==> src/rtl/seq_det_param.sv <==
// seq_det_param: detects a run-time programmable PAT_LEN-word sequence on a qualified stream.
// Define SEQ_DET_PARAM_CNT_EN to build the saturating MATCH_CNT hit counter.
module seq_det_param #(
   parameter int DATA_W = 8,
   parameter int PAT_LEN = 4,
   parameter logic [PAT_LEN*DATA_W-1:0] PATTERN = 32'h3CA53CA5,
   parameter int CNT_W = 8,
   localparam int IDX_W = $clog2(PAT_LEN),
   localparam int FILL_W = $clog2(PAT_LEN + 1)
) (
   input  logic              clk,
   input  logic              rst_n,
   input  logic              d_valid,
   input  logic [DATA_W-1:0] d_in,
   input  logic              overlap,
   input  logic              pat_we,
   input  logic [IDX_W-1:0]  pat_idx,
   input  logic [DATA_W-1:0] pat_wdata,
   input  logic              cnt_clr,
   output logic              match,
   output logic [CNT_W-1:0]  match_cnt,
   output logic [FILL_W-1:0] fill
);

   typedef enum logic [1:0] {
      ST_EMPTY,
      ST_PARTIAL,
      ST_ARMED
   } det_state_t;

   localparam logic [FILL_W-1:0] FILL_MAX = FILL_W'(PAT_LEN - 1);

   logic [DATA_W-1:0] pat_q  [PAT_LEN];
   logic [DATA_W-1:0] hist_q [PAT_LEN-1];
   logic [FILL_W-1:0] fill_q, fill_d;
   logic              match_q;
   logic              win_eq;
   logic              hit;
   logic              shift_en;
   logic              hist_clr;
   logic              idx_ok;
   det_state_t        state;

   // The detection state is fully encoded by the fill level.
   always_comb begin
      if (fill_q == '0)
         state = ST_EMPTY;
      else if (fill_q == FILL_MAX)
         state = ST_ARMED;
      else
         state = ST_PARTIAL;
   end

   // Window is history (oldest first) followed by the word on d_in.
   always_comb begin
      win_eq = (d_in == pat_q[PAT_LEN-1]);
      for (int i = 0; i < PAT_LEN - 1; i++)
         if (hist_q[i] != pat_q[i])
            win_eq = 1'b0;
   end

   assign idx_ok = (int'(pat_idx) < PAT_LEN);

   // NOTE: every output of this block gets a default first, so no path can infer a latch.
   always_comb begin
      hit      = 1'b0;
      shift_en = 1'b0;
      hist_clr = 1'b0;
      fill_d   = fill_q;
      if (pat_we) begin
         hist_clr = 1'b1;
         fill_d   = '0;
      end else if (d_valid) begin
         hit = (state == ST_ARMED) && win_eq;
         if (hit && !overlap) begin
            hist_clr = 1'b1;
            fill_d   = '0;
         end else begin
            shift_en = 1'b1;
            if (state != ST_ARMED)
               fill_d = fill_q + 1'b1;
         end
      end
   end

   // NOTE: state registers use non-blocking assignments so all flops update from pre-edge values.
   always_ff @(posedge clk or negedge rst_n) begin
      if (!rst_n) begin
         fill_q  <= '0;
         match_q <= 1'b0;
      end else begin
         fill_q  <= fill_d;
         match_q <= hit;
      end
   end

   // NOTE: pattern and history arrays are reset element by element; the pattern must come up as PATTERN.
   always_ff @(posedge clk or negedge rst_n) begin
      if (!rst_n) begin
         for (int i = 0; i < PAT_LEN; i++)
            pat_q[i] <= PATTERN[i*DATA_W +: DATA_W];
      end else if (pat_we && idx_ok) begin
         pat_q[pat_idx] <= pat_wdata;
      end
   end

   always_ff @(posedge clk or negedge rst_n) begin
      if (!rst_n) begin
         for (int i = 0; i < PAT_LEN - 1; i++)
            hist_q[i] <= '0;
      end else if (hist_clr) begin
         for (int i = 0; i < PAT_LEN - 1; i++)
            hist_q[i] <= '0;
      end else if (shift_en) begin
         for (int i = 0; i < PAT_LEN - 2; i++)
            hist_q[i] <= hist_q[i+1];
         hist_q[PAT_LEN-2] <= d_in;
      end
   end

`ifdef SEQ_DET_PARAM_CNT_EN
   logic [CNT_W-1:0] cnt_q;

   // Clear has priority over a coincident hit; the count sticks at all-ones.
   always_ff @(posedge clk or negedge rst_n) begin
      if (!rst_n)
         cnt_q <= '0;
      else if (cnt_clr)
         cnt_q <= '0;
      else if (hit && (cnt_q != '1))
         cnt_q <= cnt_q + 1'b1;
   end

   assign match_cnt = cnt_q;
`else
   logic unused_cnt_clr;

   assign unused_cnt_clr = cnt_clr;
   assign match_cnt      = '0;
`endif

   assign match = match_q;
   assign fill  = fill_q;

endmodule

==> config.mk <==
export PLATFORM = sky130hd
export DESIGN_NAME = seq_det_param
export DESIGN_NICKNAME = d
export VERILOG_FILES = /design/src/rtl/seq_det_param.sv
export SDC_FILE = /design/constraint.sdc
export NUM_CORES = 1
export LEC_CHECK = 0
export ABC_AREA = 1
export CAP_MARGIN = 20
export CORE_MARGIN = 4
export CORE_UTILIZATION = 25
export CTS_CLUSTER_DIAMETER = 100
export DETAILED_ROUTE_END_ITERATION = 6
export GPL_TIMING_DRIVEN = 0
export SLEW_MARGIN = 20
export SYNTH_ARGS = -nofsm -noshare
export SYNTH_HDL_FRONTEND = slang
export SYNTH_SLANG_ARGS = --single-unit
export TNS_END_PERCENT = 20
==> constraint.sdc <==
create_clock -name clk -period 2.4 [get_ports clk]
set_clock_uncertainty 0.15 [all_clocks]
set_input_delay 0.48 -clock clk [delete_from_list [all_inputs] [get_ports clk]]
set_output_delay 0.48 -clock clk [all_outputs]
set_load 0.01 [all_outputs]
# --- Word level (Yosys, flattened, before mapping) ---
# Cells that the tools add are included.
# W data, S select, Z words.
word_totals:
  reg_bits: 60
  in_bits: 24
  out_inout_bits: 12
classes:
  add_sub_neg: 1
  n_lt_le_gt_ge: 2
  eq_ne: 7
  muxes: 22
  bitwise: 1
  n_reduce_logical: 9
op_table:
  columns: ["operator", "n"]
  rows:
  - ["$mux W24", 2]
  - ["$bwmux W32", 1]
  - ["$ne A8 B8 Y1", 3]
  - ["$demux W8 S2", 1]
  - ["$mux W3", 4]
  - ["$mux W1", 11]
  - ["$eq A8 B8 Y1", 1]
  - ["$mux W8", 1]
  - ["$mux W2", 2]
  - ["$reduce_bool A2 Y1", 2]
  - ["$add A3 B1 Y3 const B", 1]
  - ["$eq A3 B2 Y1 const B", 1]
  - ["$ge A3 B3 Y1 const B", 1]
  - ["$logic_and A1 B1 Y1", 3]
  - ["$logic_not A3 Y1", 1]
  - ["$lt A3 B1 Y1 const B", 1]
  - ["$not A2 Y3", 1]
  - ["$reduce_bool A3 Y1", 1]
  - ["$eq A2 B2 Y1 const B", 1]
  - ["$ne A2 B2 Y1 const B", 1]
  - ["$reduce_and A2 Y1", 1]
  - ["$logic_not A1 Y1", 1]

# --- Logic depth before layout (Yosys ltp) ---
logic_depth:
  depth_word: 11
  depth_mapped: 14

# --- Worst setup path before layout ---
# Ideal clock, no wire load.
synth_timing:
  kind: "reg2reg"
  start: "reg fill_q[1], in the netlist fill[1]"
  end: "reg hist_q[8] (netlist bit)"
  setup_ns: 0.117
  arrival_ns: 1.659
  slack_ns: 0.473
  stages_incl_launch_ff: 14
  path_buffers: 1
  cell_sequence: "dfrtp_1 > ha_1 > ha_1 > a21boi_4 > nand3_1 > nor2_1 > nand2_1 > nor2_2 > nand3_2 > nand2_2 > inv_2 > buf_6 > nand3_1 > nand2_1"
synth_between:
  elab_chain_cells: 10
synth_lines:
  columns: ["item", "line", "source"]
  rows:
  - ["from (decl)", "35", "logic [FILL_W-1:0] fill_q, fill_d;"]
  - ["from (signal assigned)", "92", "fill_q <= fill_d;"]
  - ["$eq A3 B2 Y1", "48", "else if (fill_q == FILL_MAX)"]
  - ["$mux W2", "48", null]
  - ["$mux W2 *", "46", "if (fill_q == '0)"]
  - ["$eq A2 B2 Y1 *", "74", "hit = (state == ST_ARMED) && win_eq;"]
  - ["$logic_and A1 B1 Y1 *", "74", null]
  - ["$logic_and A1 B1 Y1 *", "75", "if (hit && !overlap) begin"]
  - ["$mux W1", "75", null]
  - ["$mux W1", "73", "end else if (d_valid) begin"]
  - ["$mux W1", "70", "if (pat_we) begin"]
  - ["$mux W24 or $reduce_bool A2 Y1 (tied branches)", null, null]
  - ["to (signal, indexed assignment)", "116", "hist_q[i] <= hist_q[i+1];"]
  - ["to (signal, indexed assignment)", "117", "hist_q[PAT_LEN-2] <= d_in;"]
  - ["to (decl)", "34", "logic [DATA_W-1:0] hist_q [PAT_LEN-1];"]
# Every way passes the cells marked *; elsewhere a longest branch is shown, timed or not.
# A chain may end at the register's enable or synchronous reset.

# --- Worst setup path after layout ---
layout_timing:
  start: "in d_in[6]"
  end: "reg hist_q[17] (netlist bit)"
layout_between:
  elab_chain_cells: 10
layout_lines:
  columns: ["item", "line", "source"]
  rows:
  - ["from (decl)", "14", "input logic [DATA_W-1:0] d_in,"]
  - ["$eq A8 B8 Y1 *", "56", "win_eq = (d_in == pat_q[PAT_LEN-1]);"]
  - ["$mux W1 * (3 in series)", "58", "if (hist_q[i] != pat_q[i])"]
  - ["$logic_and A1 B1 Y1 *", "74", null]
  - ["$logic_and A1 B1 Y1 *", "75", null]
  - ["$mux W1", "75", null]
  - ["$mux W1", "73", null]
  - ["$mux W1", "70", null]
  - ["$mux W24 or $reduce_bool A2 Y1 (tied branches)", null, null]
# Marks and branches as above.

==> qor.csv <==
metric;value;unit
largest net degree at the start of global routing;61;
Worst Reg-to-Reg Cells;13;
total track usage;12.87;%
Final Hold Fails;9;
CTS root buf;clkbuf_16;
met3 Use GR;3.435;%
Vias/cell;4.281;
share of cells above drive strength 1;11.66;%
Die Y;121.9;um
Syn Inst Count;441;
GRT busiest layer;met2;
Total Routed Length;8930;um
CTS Hold Bufs;0;
Final nets;511;
crit end category;flop;
worst slack at placement;-0.1139;ns
synth top area cells;dfrtp_1, nand2_1, dfstp_2;
post-CTS setup buffers;0;
final count of pins violating max slew;0;
Final WS setup;0.2405;ns
status;complete, but fails checks;
met1 GRT Util;17.45;%
failing checks;hold timing;
sum of negative setup slack;0;ns
die width;121.9;um
GRT met2 Usage;20.61;%
Avg Cell Area, Syn;7.354;um2
max cap viols;0;
grt ovf;0;
Slew @ Worst Pin;0.5574;ns
# fillers;1372;
Synth area leader;dfrtp_1;
routed via count;2830;
Crit Path Max Fanout;10;
Static Leak;2.024;nW
Site Rows;41;
Ports;36;
CP peak stage delay;0.57;ns
Final Cycle Share;89.98;%
post-route antenna net violation count;0;
Avg WL per Cell;13.51;um
Crit path required time;2.46;ns
DR iter-0 viols;176;
Clock transition at path regs;0.05;ns
Clk pwr share;40.4;%
worst reg2reg endpoint;hist_q[17];
Sw Pwr;905.8;uW
hold crit path type;input port to asynchronous set/reset pin;
synthesized area;3243;um2
ys async rst share;100.0;%
pwr dens;767.5;nW/um2
worst r2r src;fill[1];
share of power burned in registers;41.6;%
final RePlAce weighted congestion;0.8832;
Synth warnings;0;
combinational fraction of design power;18.1;%
slew margin rel.;62.84;%
diodes inserted;0;
core region area;12670;um2
die area;14860;um2
Max Clk Rate;463.1;MHz
CTS resizes;0;
dominant register cell in the synthesized netlist;dfrtp_1;
final instance area;4043;um2
DRC;0;
worst-skew pair later-pin latency;0.33;ns
RSZ-0062 raised after global routing;false;
count of input and output buffers;24;
R2R Setup Slk;0.27;ns
Critical Path AT;2.22;ns
Layout area overhead;24.65;%
first-pass GRT wire length;14520;um
Post-synth EDFFs;0;
CTS Sinks;60;
startpoint types;input port;
P_int;2.197;mW
commonest cells in the synthesized netlist;nand2_1, inv_1, dfrtp_1;
initial antenna violation count;0;
DP HPWL;6899;um
initial core utilization;25.59;%
Final Setup Violations;0;
First-pass DRT Iterations;4;
#FFs+latches synth;60;
crit path kind;input port to flop;
dpl cell area;3750;um2
H-tree depth;3;
Max clock buf depth;2;
post-synth top area share;33.95;%
CTS tree;yes;
sequential element share of the synthesized area;46.91;%
Net Sw Frac;29.19;%
cells along the critical path;clkdlybuf4s50_1, nor2_1, nor3_1, nand2_1, nor2_1, nand3_2, nand2_2, inv_2, buf_6, nand3_1, nand2_1;
slowest CP cell;clkdlybuf4s50_1;
cell with the most instances after synthesis;nand2_1;
number of global-route vias before repair;2803;
Yosys cell types;28;
cts bufs inserted;9;
Hold WS;-0.01145;ns
Final min period;2.160;ns
worst vdd ir;309.6;uV
==> registers in the layout, indices dropped and copies added (netlist names) <==
| name | count |
|---|---|
| hist_q | 24 |
| match | 1 |
| fill | 3 |
| pat_q | 32 |
==> power groups by stage <==
stage	clock, mW	sequential [mW]	combinational (mW)
after floorplan	0	1.26	0.375
after global placement	0	1.30	0.548
after detailed placement	0	1.30	0.566
after CTS	1.28	1.29	0.569
after global routing	1.33	1.31	0.651
final	1.25	1.29	0.561
==> final cells by class <==
type / instances / area, um2 / area share [%]
inverter: 64 / 240.2 / 5.942
sequential: 60 / 1521 / 37.64
multi-input combinational: 304 / 1381 / 34.17
clock inverter: 7 / 67.56 / 1.671
tap: 172 / 215.2 / 5.323
clock buffer: 9 / 225.2 / 5.571
buffer: 20 / 126.4 / 3.126
timing repair buffer: 25 / 265.3 / 6.561
==> cell families after synthesis <==
| logic type | synth area share, % |
|---|---|
| and+or+nand+nor | 31.94 |
| buffers and inverters | 11.30 |
| other | 0.1156 |
| xor gates and xnor gates | 2.430 |
| adders and majority gates | 1.158 |
| AOI/OAI and AO/OA | 6.134 |
| DFF | 46.91 |
==> critical path, delay by kind of cell <==
kind                   cells  cell delay, ns
buffers and inverters      3            0.80
AND/OR/NAND/NOR            8            0.93
==> placed cells by master (no fill, tap or decap), types with 2 or more instances in the layout <==
cell             Yosys  layout
inv_2                2       2
clkinvlp_4           0       3
ha_1                 3       3
clkbuf_1             7       7
nand3_1             34      34
nor4_1               2       2
xnor2_1              4       4
dfstp_2             16      16
nand4_1              3       3
inv_1               62      62
buf_2                2       2
conb_1               1       8
dfrtp_1             44      44
nor3_1               6       6
clkinv_2             0       3
nor2_1              30      30
nand3_2              3       3
buf_6                2       2
clkdlybuf4s50_1      0      23
xor2_1               5       5
clkbuf_16            0       9
nand2_1            160     160
nor3b_1              3       3
buf_4                9      10
or2_2                2       2
o21ai_0             35      35
==> layer usage <==
metal / part of all wire, % / wire length, um
met1: 46 / 4130
met2: 47 / 4192
met3: 6.0 / 534
met4: 0.81 / 72
met5: 0 / 0
==> worst max-delay path by stage <==
stage	start	endpoint
6_report	d_in[6]	hist_q[17]
5_1_grt	fill[1]	hist_q[17]
4_1_cts	fill[1]	hist_q[17]
3_5_place_dp	d_in[1]	hist_q[17]
3_3_place_gp	rst_n	pat_q[0]
2_1_floorplan	fill[1]	hist_q[8]
==> stage by stage <==
stage                     power [mW]  cells  hold slack (ns)  utilization [%]
final                          3.103    661         -0.01145            31.90
after detailed placement       1.868    645           0.3433            29.59
after global routing           3.292    661          0.02525            31.90
after floorplan                1.630    448          0.03441                -
after global placement         1.844    644           0.3352            29.40
after CTS                      3.139    661         0.009645            31.90
No activity file was read; power rests on OpenSTA's default activity.
